**config.mk**
```make
export PLATFORM = sky130hd
export DESIGN_NAME = fp_div
export DESIGN_NICKNAME = d
export VERILOG_FILES = /design/src/rtl/fp_pkg.sv /design/src/rtl/fp_div_step.sv /design/src/rtl/fp_div.sv
export SDC_FILE = /design/constraint.sdc
export NUM_CORES = 1
export LEC_CHECK = 0
export ABC_AREA = 1
export ABC_CLOCK_PERIOD_IN_PS = 3800
export BUFFER_PORTS_ARGS = -buffer_cell sky130_fd_sc_hd__buf_2
export CAP_MARGIN = 5
export CORE_MARGIN = 5
export CORE_UTILIZATION = 57
export DETAILED_ROUTE_END_ITERATION = 6
export MAX_ROUTING_LAYER = met4
export PLACE_DENSITY = 0.82
export SLEW_MARGIN = 25
export SYNTH_ARGS = -nofsm -noshare
export SYNTH_HDL_FRONTEND = slang
export SYNTH_SLANG_ARGS = --single-unit
```
**constraint.sdc**
```tcl
create_clock -name clk -period 3.8 [get_ports clk]
set_input_delay 0.19 -clock clk [delete_from_list [all_inputs] [get_ports clk]]
set_output_delay 0.19 -clock clk [all_outputs]
set_load 0.05 [all_outputs]
```
**src/rtl/fp_pkg.sv**
```systemverilog
// fp_pkg: shared definitions for the fixed-point arithmetic blocks (fp_mul, fp_div).
//   - state_e : divider control states IDLE / CALC / DONE
//   - ITER    : iteration count for the default (Q=6, N=16) format, N-1+Q
//   - CNT_W   : counter width able to hold ITER
//   - sm_to_tc: sign-magnitude <-> two's-complement conversion. Negation is its
//               own inverse, so the same helper serves both directions.
package fp_pkg;

    typedef enum logic [1:0] {
        IDLE = 2'd0,
        CALC = 2'd1,
        DONE = 2'd2
    } state_e;

    localparam int DEF_Q = 6;
    localparam int DEF_N = 16;
    localparam int ITER  = DEF_N - 1 + DEF_Q;
    localparam int CNT_W = $clog2(ITER + 1);

    // Callers zero-extend into 64 bits and truncate the result back to their width.
    function automatic logic [63:0] sm_to_tc(input logic neg, input logic [63:0] mag);
        return neg ? (~mag + 64'd1) : mag;
    endfunction

endpackage

```
**src/rtl/fp_div_step.sv**
```systemverilog
// fp_div_step: one restoring radix-2 division iteration (combinational).
// Ports:
//   rem_i  [N-1:0] partial remainder before this iteration
//   bit_i          next numerator bit, shifted into the remainder LSB
//   dmag_i [N-2:0] divisor magnitude
//   rem_o  [N-1:0] partial remainder after this iteration
//   qbit_o         quotient bit produced by this iteration
module fp_div_step #(
    parameter int N = 16
) (
    input  logic [N-1:0] rem_i,
    input  logic         bit_i,
    input  logic [N-2:0] dmag_i,
    output logic [N-1:0] rem_o,
    output logic         qbit_o
);

    logic [N-1:0] shifted;
    logic [N:0]   trial;

    always_comb begin
        shifted = {rem_i[N-2:0], bit_i};
        trial   = {1'b0, shifted} - {2'b00, dmag_i};
        // A set remainder MSB means the true shifted value is at least 2^N and
        // therefore exceeds any divisor magnitude; the low N bits of the
        // difference are still the correct new remainder in that case.
        qbit_o  = rem_i[N-1] | ~trial[N];
        rem_o   = qbit_o ? trial[N-1:0] : shifted;
    end

endmodule

```
**src/rtl/fp_div.sv**
```systemverilog
// fp_div: sequential signed fixed-point divider, (Q,N) format |S|I..I|F..F|.
// One quotient bit per clock; start/done handshake.
// Ports:
//   clk, rst       clock; synchronous active-high reset
//   start          request, accepted when busy=0 (IDLE or DONE)
//   dividend_in    signed dividend, (Q,N)
//   divisor_in     signed divisor, (Q,N)
//   busy           high while an operation is in progress
//   done           one-cycle pulse; results valid from this cycle
//   quot_out       signed quotient, (Q,N), truncated toward zero
//   overflow       quotient magnitude does not fit in N-1 bits
//   div_by_zero    divisor magnitude was zero
// Build option: FP_DIV_SATURATE_EN clamps quot_out to the largest magnitude
// of the right sign on overflow; without it the low N-1 bits wrap.
module fp_div
    import fp_pkg::*;
#(
    parameter int Q = 6,
    parameter int N = 16
) (
    input  logic                clk,
    input  logic                rst,
    input  logic                start,
    input  logic signed [N-1:0] dividend_in,
    input  logic signed [N-1:0] divisor_in,
    output logic                busy,
    output logic                done,
    output logic signed [N-1:0] quot_out,
    output logic                overflow,
    output logic                div_by_zero
);

    localparam int NITER  = N - 1 + Q;
    localparam int NCNT_W = $clog2(NITER + 1);
    localparam logic [NCNT_W-1:0] CNT_LAST = NCNT_W'(NITER);
    // A zero divisor skips straight to the last iteration so it finishes in
    // two cycles while sharing the normal result path.
    localparam logic [NCNT_W-1:0] CNT_DBZ  = NCNT_W'(NITER - 1);

    localparam logic [N-1:0] MAX_POS = {1'b0, {(N-1){1'b1}}};
    localparam logic [N-1:0] MAX_NEG = {1'b1, {(N-2){1'b0}}, 1'b1};

    state_e              state_q;
    logic [NCNT_W-1:0]   cnt_q;
    logic [N-2:0]        dmag_q;
    logic [NITER-1:0]    num_q;
    logic [NITER-1:0]    quo_q;
    logic [N-1:0]        rem_q;
    logic                sign_q;
    logic                dbz_q;
    logic                busy_q;
    logic                done_q;
    logic [N-1:0]        quot_q;
    logic                ovf_q;
    logic                dbzo_q;

    logic [N-2:0]        dvd_mag_d;
    logic [N-2:0]        dvs_mag_d;
    logic [N-1:0]        rem_d;
    logic                qbit_d;
    logic [N-2:0]        res_mag_d;
    logic [N-2:0]        res_neg_d;
    logic                res_ovf_d;
    logic [N-1:0]        res_quot_d;

    // Operand magnitudes (most-negative input maps to magnitude 0)
    always_comb begin
        dvd_mag_d = (N-1)'(sm_to_tc(dividend_in[N-1], 64'(dividend_in[N-2:0])));
        dvs_mag_d = (N-1)'(sm_to_tc(divisor_in[N-1],  64'(divisor_in[N-2:0])));
    end

    fp_div_step #(.N(N)) u_step (
        .rem_i  (rem_q),
        .bit_i  (num_q[NITER-1]),
        .dmag_i (dmag_q),
        .rem_o  (rem_d),
        .qbit_o (qbit_d)
    );

    // Result formatting from the finished quotient register
    always_comb begin
        res_mag_d  = quo_q[N-2:0];
        res_ovf_d  = |quo_q[NITER-1:N-1];
        res_neg_d  = (N-1)'(sm_to_tc(1'b1, 64'(res_mag_d)));
        res_quot_d = {1'b0, res_mag_d};
        if (sign_q && (res_mag_d != '0)) begin
            res_quot_d = {1'b1, res_neg_d};
        end
`ifdef FP_DIV_SATURATE_EN
        if (res_ovf_d) begin
            res_quot_d = sign_q ? MAX_NEG : MAX_POS;
        end
`endif
        if (dbz_q) begin
            res_ovf_d  = 1'b0;
            res_quot_d = sign_q ? MAX_NEG : MAX_POS;
        end
    end

    always_ff @(posedge clk) begin
        if (rst) begin
            state_q <= IDLE;
            cnt_q   <= '0;
            dmag_q  <= '0;
            num_q   <= '0;
            quo_q   <= '0;
            rem_q   <= '0;
            sign_q  <= 1'b0;
            dbz_q   <= 1'b0;
            busy_q  <= 1'b0;
            done_q  <= 1'b0;
            quot_q  <= '0;
            ovf_q   <= 1'b0;
            dbzo_q  <= 1'b0;
        end else begin
            done_q <= 1'b0;
            case (state_q)
                IDLE, DONE: begin
                    if (start) begin
                        dmag_q  <= dvs_mag_d;
                        num_q   <= {dvd_mag_d, {Q{1'b0}}};
                        quo_q   <= '0;
                        rem_q   <= '0;
                        sign_q  <= dividend_in[N-1] ^ divisor_in[N-1];
                        dbz_q   <= (dvs_mag_d == '0);
                        cnt_q   <= (dvs_mag_d == '0) ? CNT_DBZ : '0;
                        ovf_q   <= 1'b0;
                        dbzo_q  <= 1'b0;
                        busy_q  <= 1'b1;
                        state_q <= CALC;
                    end else begin
                        busy_q  <= 1'b0;
                        state_q <= IDLE;
                    end
                end
                CALC: begin
                    if (cnt_q == CNT_LAST) begin
                        quot_q  <= res_quot_d;
                        ovf_q   <= res_ovf_d;
                        dbzo_q  <= dbz_q;
                        done_q  <= 1'b1;
                        busy_q  <= 1'b0;
                        state_q <= DONE;
                    end else begin
                        rem_q <= rem_d;
                        num_q <= num_q << 1;
                        quo_q <= {quo_q[NITER-2:0], qbit_d};
                        cnt_q <= cnt_q + 1'b1;
                    end
                end
                default: begin
                    busy_q  <= 1'b0;
                    state_q <= IDLE;
                end
            endcase
        end
    end

    assign busy        = busy_q;
    assign done        = done_q;
    assign quot_out    = quot_q;
    assign overflow    = ovf_q;
    assign div_by_zero = dbzo_q;

endmodule
```
; After elaboration in Yosys (flattened, before gate mapping)
; Index checks and enable logic that the tools add are counted.
; Widths: inputs -> output; s select.
[word_totals]
in_bits = 35
elab_cells = 75
out_inout_bits = 20
regBits = 102
[classes]
bitwise = 7
reduce_logical = 12
n_addsub = 5
muxes = 32
eq_ne = 6
[ops]
columns = operator, n
row1 = $mux 16, 6
row2 = $mux 21, 4
row3 = $pmux 21 s2, 2
row4 = $add 15x1->15 const B, 3
row5 = $not 15->15, 3
row6 = $pmux 16 s2, 1
row7 = $mux 15, 2
row8 = $sub 16x15->17, 1
row9 = $logic_not 15->1, 1
row10 = $mux 5, 3
row11 = $reduce_bool 15->1, 1
row12 = $pmux 5 s2, 1
row13 = $mux 1, 8
row14 = $ne 2x2->1 const B, 3
row15 = $pmux 1 s2, 3
row16 = $reduce_and 3->1, 2
row17 = $reduce_or 6->1, 1
row18 = $add 5x1->5 const B, 1
row19 = $eq 5x5->1 const B, 1
row20 = $pmux 2 s2, 1
row21 = $reduce_and 2->1, 2
row22 = $reduce_or 2->1, 2
row23 = $eq 2x1->1 const B, 1
row24 = $eq 2x2->1 const B, 1
row25 = 7 further kinds, 8

; Depth between registers and ports, before layout
; Gate-level depths: netlist (run 1).
[logic_depth]
ltp_word = 7
mapped_depth = 15
depth_no_buf = 14

; Hierarchy
; Synthesis (run 1) repeated with hierarchy kept, for this count alone.
[hier_totals]
cells_unflattened = 922
area_unflattened_um2 = 5983.2
[modules_own_cells]
columns = mod, area_per_inst_um2, instances, cells_per_inst, seq_area_each_um2
row1 = fp_div, 4667.0, 1, 674, 1921.8
row2 = fp_div_step, 1316.3, 1, 248, 0.0

; Worst setup path before layout (run 1)
; OpenSTA, ideal clock, no wires.
[synth_path]
path_kind = reg2reg
start = register num_q[20]
end = register rem_q[1]
t_arrival_ps = 1798
setup_slack_ps = 1863
path_stages_with_launch = 16
synth_period_minus_slack_ps = 1937
path_buffers = 1
required_time_ps = 3661
setup_time_ps = 139
cell_sequence = dfxtp_1 inv_1 ha_1 inv_1 fa_1 nand3_1 nand2_1 nand2_1 nand3_2 nand2_1 nand2_1 nand2_1 buf_6 nand2_1 nand3_2 a21oi_2
[synth_via]
elab_chain_len = 6
[synth_rtl]
columns = element, line_no
row1 = start: declaration, fp_div.sv:46  ; logic [NITER-1:0] num_q;
row2 = start signal: assignment, fp_div.sv:121  ; num_q <= {dvd_mag_d, {Q{1'b0}}};
row3 = start signal: assignment, fp_div.sv:146  ; num_q <= num_q << 1;
row4 = $sub 16x15->17 (*), fp_div_step.sv:23  ; trial = {1'b0, shifted} - {2'b00, dmag_i};
row5 = $not 1->1, fp_div_step.sv:27  ; qbit_o = rem_i[N-1] | ~trial[N];
row6 = $or 1x1->1, fp_div_step.sv:27
row7 = $mux 16 (*), fp_div_step.sv:28  ; rem_o = qbit_o ? trial[N-1:0] : shifted;
row8 = $mux 16 (*), fp_div.sv:137  ; if (cnt_q == CNT_LAST) begin
row9 = $pmux 16 s2 (*), fp_div.sv:117  ; case (state_q)
row10 = end signal: assignment, fp_div.sv:145  ; rem_q <= rem_d;
row11 = end: declaration, fp_div.sv:48  ; logic [N-1:0] rem_q;
; Every way passes the cells marked *; elsewhere a longest branch is shown, timed or not. The select of a mux whose other input is x is not followed.
; A chain may end at the register's enable or synchronous reset.

; Worst setup path after layout (run 1)
[layout_path]
start = register cnt_q[1]
end = register cnt_q[4]
[layout_via]
elab_chain_len = 3
word_cells_on_any_way = 6
cone_classes = 1 x add/sub / 2 x eq/ne / 2 x mux / 1 x reduce/logical
[layout_rtl]
columns = element, line_no
row1 = start: declaration, fp_div.sv:44  ; logic [NCNT_W-1:0] cnt_q;
row2 = start signal: assignment, fp_div.sv:126  ; cnt_q <= (dvs_mag_d == '0) ? CNT_DBZ : '0;
row3 = start signal: assignment, fp_div.sv:148  ; cnt_q <= cnt_q + 1'b1;
row4 = $add 5x1->5 or $eq 5x5->1 (tied branches), "fp_div.sv:148, fp_div.sv:137"
row5 = $mux 5 or $ne 2x2->1 (tied branches), -
row6 = $pmux 5 s2 or $reduce_and 3->1 (tied branches), -
; Parallel ways exist; a longest one is shown, timed or not. The select of a mux whose other input is x is not followed.

==> results.md, run 1 <==
* Ys flop type: dfxtp_1
* Synth top cells by count: nand2_1, inv_1, dfxtp_1
* Switching Share at 40.57%
* Status: complete, no violations
* Initial antenna violation count at 0
* Routed wire length at between 10,000 and 15,000 um
* Critical path's top delay family: buffers and inverters
* CTS Buf Count at 9
* Vias in the first global route at around 5.2k
* Via count at 5,802
* Max Clk Rate at about 430 MHz
* Final Skew at ~12 ps
* Final setup margin at approximately 1500 ps
* Setup_tns at 0 ps
* EDFF count, synth at 0
* Post-Syn Area at between 6000 and 7000 um2
* Drt pass-1 iters at 5
* Num ports at 55
* PostCTS Resize Cnt at 0
* Final min period at 2333 ps
* HPWL after detailed placement at roughly 10000 um
* CP most frequent cell: inv_1
* Die area at approximately 13,000 um2
* Post-CTS Setup Bufs at 0
* Critical Path Fanout Max at 31
* Clk root buf: clkbuf_8
* P_sw at between 1000 and 1500 uW
* Critical path depth at 11
* Share of the synthesized area in the top cell type at between 30% and 40%
* GRT Total Usage at about 22%
* # diodes at 0
* Final Hold Fails at 0
* Largest net degree at the start of global routing at 50
* CTS tree: built
* Flops & latches, synth at 96
* # nets final at a little over 1k
* Worst Path Required at between 4000 and 5000 ps
* Dpl ws at 1492 ps
* Share of layout cells above drive strength 1 at about an eighth
* Register area at around 1900 um2
* Rel. slew slack at around two fifths
* Initial Util at 58.49%
* Critical-path cell list: inv_1, ha_1, nand4_1, nand2_2, nand2_1, inv_1, buf_4, nand2_1, o21ai_0, inv_1, a21oi_1
* Pleak at a little over 0.003 uW
* Max incr delay on CP at 570 ps
* Clock transition at path regs at around 100 ps
* Crit Path Category: reg -> reg
* First-pass GRT wire length at approximately 23,000 um
* Total congestion overflow at 0
* Seq/Total Area, Yosys at a little under a third
* Sink Count at 96
* Vias per cell at 5.218
* DRT antenna net count at 0
* Synth Instances at between 900 and 1k
* Routed length per instance at approximately 12 um
* Cell Int Power at ~1700 uW
* FF-to-FF path depth at 11
* Die height at 113.2 um
* Clk pwr share at approximately 22%
* Count leader, synth: nand2_1
* Die Span X at 113.2 um
* Synth-to-layout area growth at 7.323%
* P per Cell Area at between 400 and 500 nW/um2
* Peak VDD IR at about 0.23 mV
* # DRC at 0
* Netlist cell types at 41
* Ys async rst share at 0%
* Buf/Inv on CP at 4
* Max clock buf depth at 2
* Gp weighted congestion at roughly 0.92
* Synth area leaders: dfxtp_1, nand2_1, inv_1
* Layout fillers at 981
* Worst Tran Pin Value at slightly below 900 ps
* Core box area at about 10,000 um2
* Combinational share of power at around two fifths
* Sequential share of power at between 30 and 40%
* Avg Cell Area, Syn at 6.446 um2
* Buffers on Ports at 54
* Iteration-0 DRC Markers at about 310
* Max-cap violations at 0
* Footprint of the multi-input gates at 3438 um2
* H-tree depth at 3
* Hold_buf cts at 0
* Pins over their slew limit at 0
* # rows at 37
* Yosys top cell by area: dfxtp_1
* Slowest-stage cell, CP: inv_1
* Yosys warning count at 0
* Worst hold path stage count at 3
* Crit start category: flop
* Final Setup Violations at 0
* Syn Nets at 997
* Worst-skew pair later-pin latency at between 300 and 400 ps
* Worst Setup End Kind: flop
* Unrepaired setup endpoints after global routing: false
* Worst min path class: in -> reg
* Fin crit share at 61.40%
* Worst endpoint data arrival time at ~2600 ps
[path summary, 6_finish.rpt]
check,to,start,slack [ps]
worst max register to register,cnt_q[4],cnt_q[1],1470
worst min register to register,num_q[6],num_q[6],470
worst min-delay path,dmag_q[0],divisor_in[0],80
worst max-delay path,cnt_q[4],cnt_q[1],1470
[layer usage]
metal / vias up / part of all wire (%) / track usage (%) / wire, um
li1: 3094 / - / - / -
met1: 2535 / 47 / 28.81 / 6352
met2: 146 / 45 / 35.11 / 6022
met3: 27 / 4.9 / 2.834 / 659
met4: 0 / 2.9 / 9.856 / 383
met5: - / 0 / - / 0
[metrics by stage]
stage,total power (uW),area (um2),instances,util [%],hold slack [ps]
after floorplan,2042,6066,941,-,336.2
after global placement,2193,6339,1096,61.12,452.7
after detailed placement,2212,6339,1096,61.12,453.5
after CTS,2820,6510,1112,62.78,61.44
after global routing,3022,6510,1112,62.78,88.97
final,2805,6510,1112,62.78,84.60
[worst min-delay path: cells and delay by family]
kind / cells / cell delay, ps
buffers and inverters: 1 / 90
AND/OR/NAND/NOR: 2 / 130
[final cells by class]
class	count	area share, %
multi-input combinational	674	52.82
sequential	96	29.52
inverter	132	7.611
timing repair buffer	58	4.805
tap	136	2.614
clock buffer	10	1.960
clock inverter	6	0.6727
[power by group through the flow]
stage               Combinational (uW)  Clock [uW]  Sequential (uW)
floorplan                          899           0             1140
global placement                  1050           0             1140
detailed placement                1070           0             1140
CTS                               1070         625             1120
global route                      1220         669             1130
finish                            1080         606             1120
[state kept, by name (all words and copies together), names as in the netlist]
signal / cells
busy: 1
cnt_q: 5
dbz_q: 1
div_by_zero: 1
dmag_q: 15
done: 1
num_q: 15
overflow: 1
quo_q: 21
quot_out: 16
rem_q: 16
sign_q: 1
state_q: 2
[cell usage in the layout, fill, tap and decap left out, types with 5 or more instances in the layout]
| cell type | n |
|---|---|
| nand3_1 | 79 |
| ha_1 | 20 |
| dfxtp_1 | 96 |
| nor2_1 | 59 |
| nor3_1 | 5 |
| o21ai_0 | 43 |
| clkbuf_8 | 9 |
| nand2_2 | 14 |
| a21oi_1 | 77 |
| inv_1 | 127 |
| buf_2 | 54 |
| a31oi_1 | 13 |
| o211ai_1 | 6 |
| nand2_1 | 271 |
| nand4_1 | 13 |
| nand3_2 | 13 |
| nand3b_1 | 5 |
| xnor2_1 | 12 |
| a21oi_2 | 13 |
[cell families after synthesis]
kind of cell / after synthesis / share of synthesized area, %
simple gates: 471 / 34.28
buf+inv: 171 / 11.63
compound gates: 167 / 15.78
flops: 96 / 31.68
fa+ha+maj: 21 / 4.455
xor+xnor: 15 / 2.166
No activity file was read; power rests on OpenSTA's default activity.
==> run 2, diff against run 1 <==
--- a/config.mk
+++ b/config.mk
@@ -6,14 +6,14 @@
 export NUM_CORES = 1
 export LEC_CHECK = 0
 export ABC_AREA = 1
-export ABC_CLOCK_PERIOD_IN_PS = 3800
+export ABC_CLOCK_PERIOD_IN_PS = 2000
 export BUFFER_PORTS_ARGS = -buffer_cell sky130_fd_sc_hd__buf_2
 export CAP_MARGIN = 5
 export CORE_MARGIN = 5
-export CORE_UTILIZATION = 57
+export CORE_UTILIZATION = 55
 export DETAILED_ROUTE_END_ITERATION = 6
 export MAX_ROUTING_LAYER = met4
-export PLACE_DENSITY = 0.82
+export PLACE_DENSITY = 0.83
 export SLEW_MARGIN = 25
 export SYNTH_ARGS = -nofsm -noshare
 export SYNTH_HDL_FRONTEND = slang
==> constraint.sdc (replaced) <==
create_clock -name clk -period 2 [get_ports clk]
set_input_delay 0.1 -clock clk [delete_from_list [all_inputs] [get_ports clk]]
set_output_delay 0.1 -clock clk [all_outputs]
set_load 0.05 [all_outputs]
==> run 2 against run 1 <==
Compared with the run above:
- clock skew is 1.1 ps lower
- sequential share of layout area shrank 2.1 points
- largest power group is now combinational cells
- clock power increased by 120%
- total power increased by 120%
==> results.md, run 2 (synthesis results as in run 1) <==
* Fin crit share at between 90 and 100%
* Layout fillers at slightly below 1k
* Sink Count at between 90 and 100
* Area after DPL at 6569 um2
* Unrepaired setup endpoints after global routing: true
* # diodes at 0
* Met1 Wirelength at between 6000 and 7000 um
* Synth-to-layout area growth at 15.78%
* Die height at approximately 120 um
* Final core utilization at between 60% and 70%
* Most frequent cells in the layout: nand2_1, inv_1, dfxtp_1
* Footprint of the multi-input gates at between 3000 and 4000 um2
* Worst Setup End Kind: flop
* Most common cell after layout, fill and taps aside: nand2_1
* HPWL after detailed placement at a little over 10,000 um
* Total congestion overflow at 0
* Top layer in use: met4
* CTS tree: built
* Initial Util at a little under three fifths
* Finished layout cell area at approximately 7000 um2
* Worst endpoint data arrival time at 2250 ps
* Worst Tran Pin Value at approximately 470 ps
* GRT Total Usage at between 20% and 30%
* Pleak at approximately 0.0033 uW
* # rows at 38
* Rel. slew slack at 68.20%
* Initial antenna violation count at 0
* Met3 WL post-DR at between 600 and 700 um
* Drt pass-1 iters at 5
* Num ports at between 50 and 60
* Final Hold Fails at 0
* Die Span X at between 100 and 150 um
* Routed wire length at between 10,000 and 15,000 um
* Worst hold path stage count at 3
* Met2 routed WL at 7150 um
* Gp weighted congestion at 0.9580
* Largest net degree at the start of global routing at 51
* Peak VDD IR at roughly 0.47 mV
* Clk root buf: clkbuf_8
* First-pass GRT wire length at 24,670 um
* Register area at about 1900 um2
* Pins over their slew limit at 0
* Core box area at roughly 11,000 um2
* Final min period at 1994 ps
* Status: complete, no violations
* H-tree depth at 3
* Final Skew at around 11 ps
* Clock transition at path regs at 90 ps
* Die area at 13,230 um2
* Iteration-0 DRC Markers at between 400 and 500
* Routed length per instance at roughly 13 um
* Max reg flops at 21
* FF-to-FF path depth at 15
* Crit Path Category: reg -> reg
* Vias in the first global route at around 5.5k
* Worst Path Required at about 2300 ps
* Dpl ws at around 35 ps
* Power Total at approximately 6000 uW
* P per Cell Area at 876.4 nW/um2
* Crit start category: flop
* Via count at between 6k and 7k
* WHS at roughly 14 ps
* # nets final at 1,055
* Max clock buf depth at 2
* Reg with most FFs: quo_q
* Worst min path class: in -> reg
* Max-cap violations at 0
* Final setup margin at between 6 and 7 ps
* DRT antenna net count at 0
* Share of layout cells above drive strength 1 at a little under a fifth
* Critical Path Fanout Max at 5
* Buffers on Ports at between 50 and 60
* CTS Buf Count at 9
* Max Clk Rate at 501.6 MHz
* Final Setup Violations at 0
* Worst-skew pair later-pin latency at about 370 ps
* Vias per cell at ~5.3
* # DRC at 0
run 2: final timing paths:
check	from	endpoint	slack, ps
worst max-delay path	num_q[20]	rem_q[0]	6
worst max register to register	num_q[20]	rem_q[0]	6
worst min-delay path	divisor_in[0]	dmag_q[0]	10
worst min register to register	num_q[6]	num_q[6]	470
run 2: layout make-up:
cell class / instances / area share [%]
Timing Repair Buffer: 86 / 8.320
Inverter: 132 / 7.055
Multi-Input combinational cell: 674 / 51.70
Clock inverter: 7 / 1.265
Sequential cell: 96 / 27.40
Clock buffer: 9 / 1.764
Tap cell: 140 / 2.494
run 2: through the flow:
stage,std cells,TNS [ps]
4_1_cts,1142,0
2_1_floorplan,941,0
3_3_place_gp,1125,0
6_report,1144,0
5_1_grt,1144,-831.6
3_5_place_dp,1125,0
run 2: repair_timing:
item	CTS	global route
hold endpoints to repair	1	0
endpoints found under the setup margin	0	23
hold buffers	1	0
gates resized for setup	0	44
buffers inserted	0	1
run 2: critical path, cell delays in order (launching register included):
cell and delay (ps):
dfxtp_2 330, inv_2 80, ha_4 140, inv_2 40
fa_2 390, nand3_2 90, nand2_2 70, nand2_2 90
nand3_4 80, nand2_2 90, nand2_2 70, nand2_4 100
clkbuf_16 150, nand2_1 60, nand3_2 70, a21oi_2 50
run 2: metal layers:
layer	GRT usage, %	vias up
li1	-	3161
met1	29.33	2777
met2	38.08	145
met3	3.368	33
met4	6.729	0
met5	-	-
run 2: where the power goes:
group          leakage, uW  total, uW  switching [uW]  internal, uW
combinational      0.00242       2670            1630          1040
clock             0.000109       1360             752           607
sequential        0.000782       2130            97.8          2030
